### src/rtl/mem_rmw_seq_if.sv
// Memory bus between the read-modify-write sequencer (master) and memory (slave).
// Word-addressed, single outstanding request, held until ack.
interface mem_rmw_seq_if;
   localparam int unsigned ADDR_W = 30;
   localparam int unsigned DATA_W = 64;

   logic              bus_req;
   logic              bus_we;
   logic [ADDR_W-1:0] bus_addr;
   logic [DATA_W-1:0] bus_wdata;
   logic [DATA_W-1:0] bus_rdata;
   logic              bus_ack;

   modport master (
      output bus_req, bus_we, bus_addr, bus_wdata,
      input  bus_rdata, bus_ack
   );

   modport slave (
      input  bus_req, bus_we, bus_addr, bus_wdata,
      output bus_rdata, bus_ack
   );
endinterface

### src/rtl/mem_rmw_seq.sv
// Load/store sequencer: reads a memory word, lets the LSU extract or merge,
// then returns load data or writes the merged word back. Bus stalls time out.
module mem_rmw_seq #(
   parameter int unsigned MAX_WAIT = 255
) (
   input  logic        clk,
   input  logic        rst_n,
   input  logic        start,
   input  logic [3:0]  func,
   input  logic [29:0] lsu_addr,
   input  logic [63:0] lsu_mem_out,
   input  logic [31:0] lsu_reg_out,
   output logic [63:0] lsu_mem_in,
   output logic        busy,
   output logic        done,
   output logic        fault,
   output logic [31:0] load_data,
   mem_rmw_seq_if.master bus
);
   localparam int unsigned WAIT_W = 8;

   typedef enum logic [2:0] {IDLE, READ, CALC, WRITE, DONE} state_t;

   state_t            state_q, state_d;
   logic [WAIT_W-1:0] wait_q;
   logic              store_q;
   logic              fault_d;
   logic              req_d, we_d, busy_d, done_d;
   logic              func_ok_c;
   logic              timeout_c;

   always_comb begin
      func_ok_c = 1'b0;
      case (func)
         4'b0000, 4'b0001, 4'b0010, 4'b0100, 4'b0101,
         4'b1000, 4'b1001, 4'b1010: func_ok_c = 1'b1;
         default:                   func_ok_c = 1'b0;
      endcase
   end

   // Timeout fires on the cycle the wait count would reach MAX_WAIT.
   assign timeout_c = !bus.bus_ack && (wait_q == WAIT_W'(MAX_WAIT - 1));

   always_ff @(posedge clk or negedge rst_n) begin
      if (!rst_n) state_q <= IDLE;
      else        state_q <= state_d;
   end

   always_comb begin
      state_d = state_q;
      fault_d = 1'b0;
      case (state_q)
         IDLE: begin
            if (start) begin
               if (func_ok_c) begin
                  state_d = READ;
               end else begin
                  state_d = DONE;
                  fault_d = 1'b1;
               end
            end
         end
         READ: begin
            if (bus.bus_ack) begin
               state_d = CALC;
            end else if (timeout_c) begin
               state_d = DONE;
               fault_d = 1'b1;
            end
         end
         CALC:  state_d = store_q ? WRITE : DONE;
         WRITE: begin
            if (bus.bus_ack) begin
               state_d = DONE;
            end else if (timeout_c) begin
               state_d = DONE;
               fault_d = 1'b1;
            end
         end
         DONE:    state_d = IDLE;
         default: state_d = IDLE;
      endcase
   end

   // Next values of the registered status/bus-control outputs.
   always_comb begin
      req_d  = (state_d == READ) || (state_d == WRITE);
      we_d   = (state_d == WRITE);
      busy_d = (state_d != IDLE);
      done_d = (state_d == DONE);
   end

   always_ff @(posedge clk or negedge rst_n) begin
      if (!rst_n) begin
         bus.bus_req   <= 1'b0;
         bus.bus_we    <= 1'b0;
         bus.bus_addr  <= '0;
         bus.bus_wdata <= '0;
         busy          <= 1'b0;
         done          <= 1'b0;
         fault         <= 1'b0;
         lsu_mem_in    <= '0;
         load_data     <= '0;
         wait_q        <= '0;
         store_q       <= 1'b0;
      end else begin
         bus.bus_req <= req_d;
         bus.bus_we  <= we_d;
         busy        <= busy_d;
         done        <= done_d;
         fault       <= fault_d;

         if (state_d != state_q) begin
            wait_q <= '0;
         end else if (((state_q == READ) || (state_q == WRITE)) && !bus.bus_ack) begin
            wait_q <= wait_q + WAIT_W'(1);
         end

         if ((state_q == IDLE) && start && func_ok_c) begin
            bus.bus_addr <= lsu_addr;
            store_q      <= func[3];
         end

         if ((state_q == READ) && bus.bus_ack) begin
            lsu_mem_in <= bus.bus_rdata;
         end

         if (state_q == CALC) begin
            if (store_q) bus.bus_wdata <= lsu_mem_out;
            else         load_data     <= lsu_reg_out;
         end
      end
   end
endmodule

### src/flat_wrapper.sv
// flat-port wrapper written by rule: the top's interface ports become plain ports
module mem_rmw_seq_flat 
#(
   parameter int unsigned MAX_WAIT = 255
)
  (clk, rst_n, start, func, lsu_addr, lsu_mem_out, lsu_reg_out, lsu_mem_in, busy, done, fault, load_data, bus_bus_req, bus_bus_we, bus_bus_addr, bus_bus_wdata, bus_bus_rdata, bus_bus_ack);
  mem_rmw_seq_if bus_i ();
  input  logic clk;
  input  logic rst_n;
  input  logic start;
  input  logic [3:0] func;
  input  logic [29:0] lsu_addr;
  input  logic [63:0] lsu_mem_out;
  input  logic [31:0] lsu_reg_out;
  output logic [63:0] lsu_mem_in;
  output logic busy;
  output logic done;
  output logic fault;
  output logic [31:0] load_data;
  output wire logic [$bits(bus_i.bus_req)-1:0] bus_bus_req;
  output wire logic [$bits(bus_i.bus_we)-1:0] bus_bus_we;
  output wire logic [$bits(bus_i.bus_addr)-1:0] bus_bus_addr;
  output wire logic [$bits(bus_i.bus_wdata)-1:0] bus_bus_wdata;
  input wire logic [$bits(bus_i.bus_rdata)-1:0] bus_bus_rdata;
  input wire logic [$bits(bus_i.bus_ack)-1:0] bus_bus_ack;
  assign bus_bus_req = bus_i.bus_req;
  assign bus_bus_we = bus_i.bus_we;
  assign bus_bus_addr = bus_i.bus_addr;
  assign bus_bus_wdata = bus_i.bus_wdata;
  assign bus_i.bus_rdata = bus_bus_rdata;
  assign bus_i.bus_ack = bus_bus_ack;
  mem_rmw_seq #(.MAX_WAIT(MAX_WAIT)) u_core (.clk(clk), .rst_n(rst_n), .start(start), .func(func), .lsu_addr(lsu_addr), .lsu_mem_out(lsu_mem_out), .lsu_reg_out(lsu_reg_out), .lsu_mem_in(lsu_mem_in), .busy(busy), .done(done), .fault(fault), .load_data(load_data), .bus(bus_i));
endmodule
### config.mk
export PLATFORM = sky130hd
export DESIGN_NAME = mem_rmw_seq_flat
export DESIGN_NICKNAME = d
export VERILOG_FILES = /design/src/rtl/mem_rmw_seq_if.sv /design/src/rtl/mem_rmw_seq.sv /design/src/flat_wrapper.sv
export SDC_FILE = /design/constraint.sdc
export NUM_CORES = 1
export LEC_CHECK = 0
export BUFFER_PORTS_ARGS = -buffer_cell sky130_fd_sc_hd__buf_2
export CAP_MARGIN = 20
export CORE_MARGIN = 10
export CORE_UTILIZATION = 25
export DETAILED_ROUTE_END_ITERATION = 6
export PLACE_DENSITY = 0.53
export SLEW_MARGIN = 20
export SYNTH_ARGS = -nofsm -noshare
export SYNTH_HDL_FRONTEND = slang
export SYNTH_SLANG_ARGS = --single-unit
### constraint.sdc
create_clock -name clk -period 2.1 [get_ports clk]
set_input_delay 0.42 -clock clk [delete_from_list [all_inputs] [get_ports clk]]
set_output_delay 0.42 -clock clk [all_outputs]
set_load 0.05 [all_outputs]
* Word-level counts from Yosys, hierarchy flattened
Memories as Yosys holds them, arrays and structs flattened.
Index checks and enable logic that the tools add are counted.
** Word-level totals
- Flip-flop bits (word level) :: 207
- Bits in latches :: 0
- Memory bits (writable) :: 0
- ROM bits :: 16
- Output and inout port bits :: 195
- Word-level logic and storage cells :: 51
- Memories :: 1
** Memory list
- (name not given) :: depth 16, bits a word 1, read ports 1, clocked after Yosys merged registers in 0, write ports 0, RTL line mem_rmw_seq.sv:34 : case (func)
** Cells by class
- $add $sub $neg :: 1
- Multiply operators :: 0
- Div/mod/pow operators :: 0
- Magnitude comparators :: 0
- Equal/unequal tests :: 8
- Shifts and indexed selects :: 0
- Mux-type cells :: 14
- Bitwise logic cells :: 1
- Reductions and logical operators :: 14
** Operator list (number)
- $mux W3 :: 6
- $mux W8 :: 2
- $pmux W3 S4 :: 1
- $eq A3 B2 Y1 const B :: 3
- $add A8 B1 Y8 const B :: 1
- $eq A8 B8 Y1 const B :: 1
- $eq A3 B1 Y1 const B :: 2
- $logic_and A1 B1 Y1 :: 5
- $mux W1 :: 4
- $reduce_and A2 Y1 :: 2
- $eq A3 B3 Y1 const B :: 1
- $logic_not A3 Y1 :: 1
- $ne A3 B3 Y1 :: 1
- $reduce_bool A3 Y1 :: 1
- $logic_or A1 B1 Y1 :: 2
- $pmux W1 S2 :: 1
- $reduce_bool A2 Y1 :: 1
- $reduce_or A2 Y1 :: 1
- $logic_not A1 Y1 :: 1
- $not A1 Y1 :: 1

* Logic depth before layout (Yosys ltp)
- Depth after elaboration :: 7
- Mapped depth :: 6
- Gate-level depth less buffers :: 6

* Least setup slack after synthesis
No wires, ideal clock.
- Kind :: register to register
- From :: reg u_core.state_q[0]
- To :: reg u_core.bus.bus_addr[0]
- Arrival time :: 1.749 ns
- Required time :: 1.975 ns
- Path slack :: 0.226 ns
- Cell stages (with the launch flop) :: 5
- Clock period less this slack :: 1.874 ns
- Cell sequence :: dfrtp_1 -> or4b_1 -> a221o_1 -> buf_6 -> mux2_4
** Between the ends
- Longest elaborated chain between the ends :: 3
** RTL lines
- start, declared :: RTL line mem_rmw_seq.sv:24 : state_t state_q, state_d;
- start signal, assigned :: RTL line mem_rmw_seq.sv:46 : else state_q <= state_d;
- $logic_not A3 Y1 :: RTL line mem_rmw_seq.sv:119 : if ((state_q == IDLE) && start && func_ok_c) begin
- $logic_and A1 B1 Y1 (2 in series) :: RTL line mem_rmw_seq.sv:119
- end signal, assigned :: RTL line mem_rmw_seq.sv:120 : bus.bus_addr <= lsu_addr;
- end, declared :: RTL line mem_rmw_seq_if.sv:15 : output bus_req, bus_we, bus_addr, bus_wdata,
Every way passes these cells.
A chain may end at the register's enable or synchronous reset.

* Final worst setup path
- From :: reg u_core.state_q[0]
- To :: reg u_core.bus.bus_addr[6]
The elaborated chain is that of the path after synthesis.

==> metrics.cfg <==
[worst_setup_path]
startpoint_type=flip-flop
r2r_setup_slack_ps=180
arrival_ps=2330
crit_path_max_incr_delay_ps=540
endpoint_kind=flip-flop
cp_num_buf_inv=1
timing.rr.end=u_core.bus.bus_addr[6]
cp_slowest_cell=or4b_1
cp_top_family=simple AND/OR/NAND/NOR gates
cp_max_fo=31
critical_path_required_ps=2510
r2r-start=u_core.state_q[0]
crit_type=flip-flop to flip-flop
r2r_cells=4
crit_path_cell_trace=or4b_1, a221o_2, buf_12, mux2_4

[status]
status=completed

[global_routing]
grt_pass1_wl_mm=38.7
grt_pass1_vias=6560
grt_use_total_pct=12.3
antenna_found_initial=1
grt_overflow=0
grt_max_degree=67

[cells_and_area]
num-nets-final=1227
layout_commonest_cell=buf_2
fill_cells=3183
drive_above_1_share_pct=55.8
syn_to_final_growth_pct=42.8
final_cell_mix=buf_2, dfrtp_1, nand2_1, mux2_2, mux2_4

[synth]
ys_warn_count=0
syn_avg_cell_area_um2=12.9
ys_types=33
ys_seq_area_share_pct=65.1
synth_nets=815
synth_seq_cells=207
synthCells=615
synth_area_mm2=0.00796

[worst_hold_path]
min_to=u_core.bus.bus_wdata[30]
worstHoldPathType=primary input to flip-flop
min_path_cells=3
hold_path.startpoint=lsu_mem_out[30]

[timing]
worst_slew_pin_slew_ps=668
finalHoldViolCount=0
setup_viol=0
rsz0062_at_grt=no
max_freq_ghz=0.521
fin_crit_ps=1920
finalMaxSlewViolations=0
slew_headroom_pct=55.5
fin_crit_sh_pct=91.4
fin_setup_tns_ps=0
finalClockSkew_ps=18.3

[floorplan]
initial_core_util_pct=25.3
coreArea_mm2=0.0315
rows=65
die_height_um=198
die_x_um=198
dieArea_mm2=0.0394
io_pins=393

[job]
max-cap-violations=0

[clock_tree]
ctsResizeCount=0
postCtsSetupBuffers=0
numCtsBuffers=25
cts_max_level=1
root_buffer=clkbuf_16
path_clk_slew_ps=60
cts_sinks=207
tritoncts=built
cts_buffer_depth=3
insertion_delay_ps=530

[drt]
postRouteAntennaNets=0
vias_per_cell=4.14
wire_per_inst_um=17.6
vias=5999
first_pass_iters=6
wl_mm=25.5
drcViolationCount=0
drt_iter0_drc=222

[placement]
numPortBuffers=392
place_congestion=0.753
dp_hpwl_mm=19.2

through the flow:
| step | std cells | hold WS, ps | util, % | area (um2) | worst slack, ps |
|---|---|---|---|---|---|
| 6_report | 1448 | 77.3 | 36.1 | 11400 | 181 |
| 5_1_grt | 1447 | 42.3 | 36.1 | 11400 | 111 |
| 4_1_cts | 1447 | 40.9 | 36.1 | 11400 | 186 |
| 3_5_place_dp | 1401 | 457 | 33.6 | 10600 | 104 |
| 3_3_place_gp | 1401 | 453 | 33.6 | 10600 | 125 |
| 2_1_floorplan | 615 | 124 | - | 7960 | 226 |
repair_timing:
action                                  CTS  global route
hold buffers                              1             0
hold endpoints to repair                 50             0
endpoints found under the setup margin    0             0
flip-flops by register name, summed over array words and instances, names as in the netlist:
name,flops
u_core.done,1
u_core.wait_q,8
u_core.store_q,1
u_core.bus.bus_addr,30
u_core.bus.bus_wdata,64
u_core.bus.bus_we,1
u_core.fault,1
u_core.bus.bus_req,1
u_core.busy,1
u_core.lsu_mem_in,64
u_core.load_data,32
u_core.state_q,3
layout make-up:
type	instances	area (um2)	area share [%]
clock inverters	9	57.6	0.506
repair buffers	413	2260	19.8
multi-input cells	379	2660	23.4
clock buffers	36	707	6.22
well taps	402	503	4.42
diodes	1	2.50	0.0220
flip-flops and latches	207	5180	45.6
inverters	1	3.75	0.0330
tightest hold or removal path, delay by kind of cell:
kind | cells | cell delay, ps
buffers and inverters | 1 | 80
and+or+nand+nor | 2 | 80
synth_stat cells (all sizes together):
| cell type | number | share of area [%] |
|---|---|---|
| or4b | 2 | 0.25 |
| inv | 1 | 0.047 |
| nor4b | 1 | 0.11 |
| a21o | 2 | 0.19 |
| xor2 | 6 | 0.66 |
| a21boi | 1 | 0.094 |
| or2 | 2 | 0.16 |
| and2b | 1 | 0.094 |
| nor3 | 1 | 0.063 |
| and3 | 3 | 0.24 |
| or3 | 1 | 0.079 |
| mux2 | 127 | 19 |
| nand2 | 200 | 9.4 |
| a211o | 2 | 0.22 |
| nor3b | 2 | 0.19 |
| nand4b | 1 | 0.11 |
| xnor2 | 1 | 0.11 |
| a211oi | 1 | 0.094 |
| o21ai | 1 | 0.063 |
| a21oi | 1 | 0.063 |
| clkbuf | 17 | 0.80 |
| a221o | 1 | 0.13 |
| nand4 | 5 | 0.39 |
| dfrtp | 207 | 65 |
| nand3 | 2 | 0.13 |
| buf | 11 | 0.86 |
| ha | 2 | 0.31 |
| nor2b | 1 | 0.079 |
| nor2 | 12 | 0.57 |
worst max-delay path by stage:
stage	startpoint	endpoint	slack [ps]	cells after the start
final	u_core.state_q[0]	u_core.bus.bus_addr[6]	180	4
after global routing	u_core.wait_q[0]	u_core.busy	110	6
after CTS	u_core.state_q[0]	u_core.bus.bus_addr[6]	190	4
after detailed placement	start	u_core.bus.bus_addr[6]	100	5
after global placement	start	u_core.bus.bus_addr[8]	130	5
after floorplan	u_core.state_q[0]	u_core.bus.bus_addr[0]	230	4
metal layers:
metal	routed length (um)	GRT usage, %	vias up
met4	536	3.48	0
met2	12500	20.9	230
li1	-	-	2853
met3	2670	5.26	41
met1	9770	13.9	2875
met5	0	0	-
cells by family (layout without fill, tap and decap cells):
logic type               after synthesis  count (layout)  share of synthesized area [%]
AO/OA/AOI/OAI                          9               9                          0.849
XOR/XNOR                               7               7                          0.770
adder cells (fa/ha/maj)                2               2                          0.314
buffers and inverters                 29             459                           1.71
flip-flops                           207             207                           65.1
multiplexers                         127             127                           19.4
other                                  0               1                              0
AND/OR/NAND/NOR                      234             234                           11.9
Power is left out: the tool's default activity adds up to more than one toggle a clock period on the data nets, which glitch-free logic cannot reach.
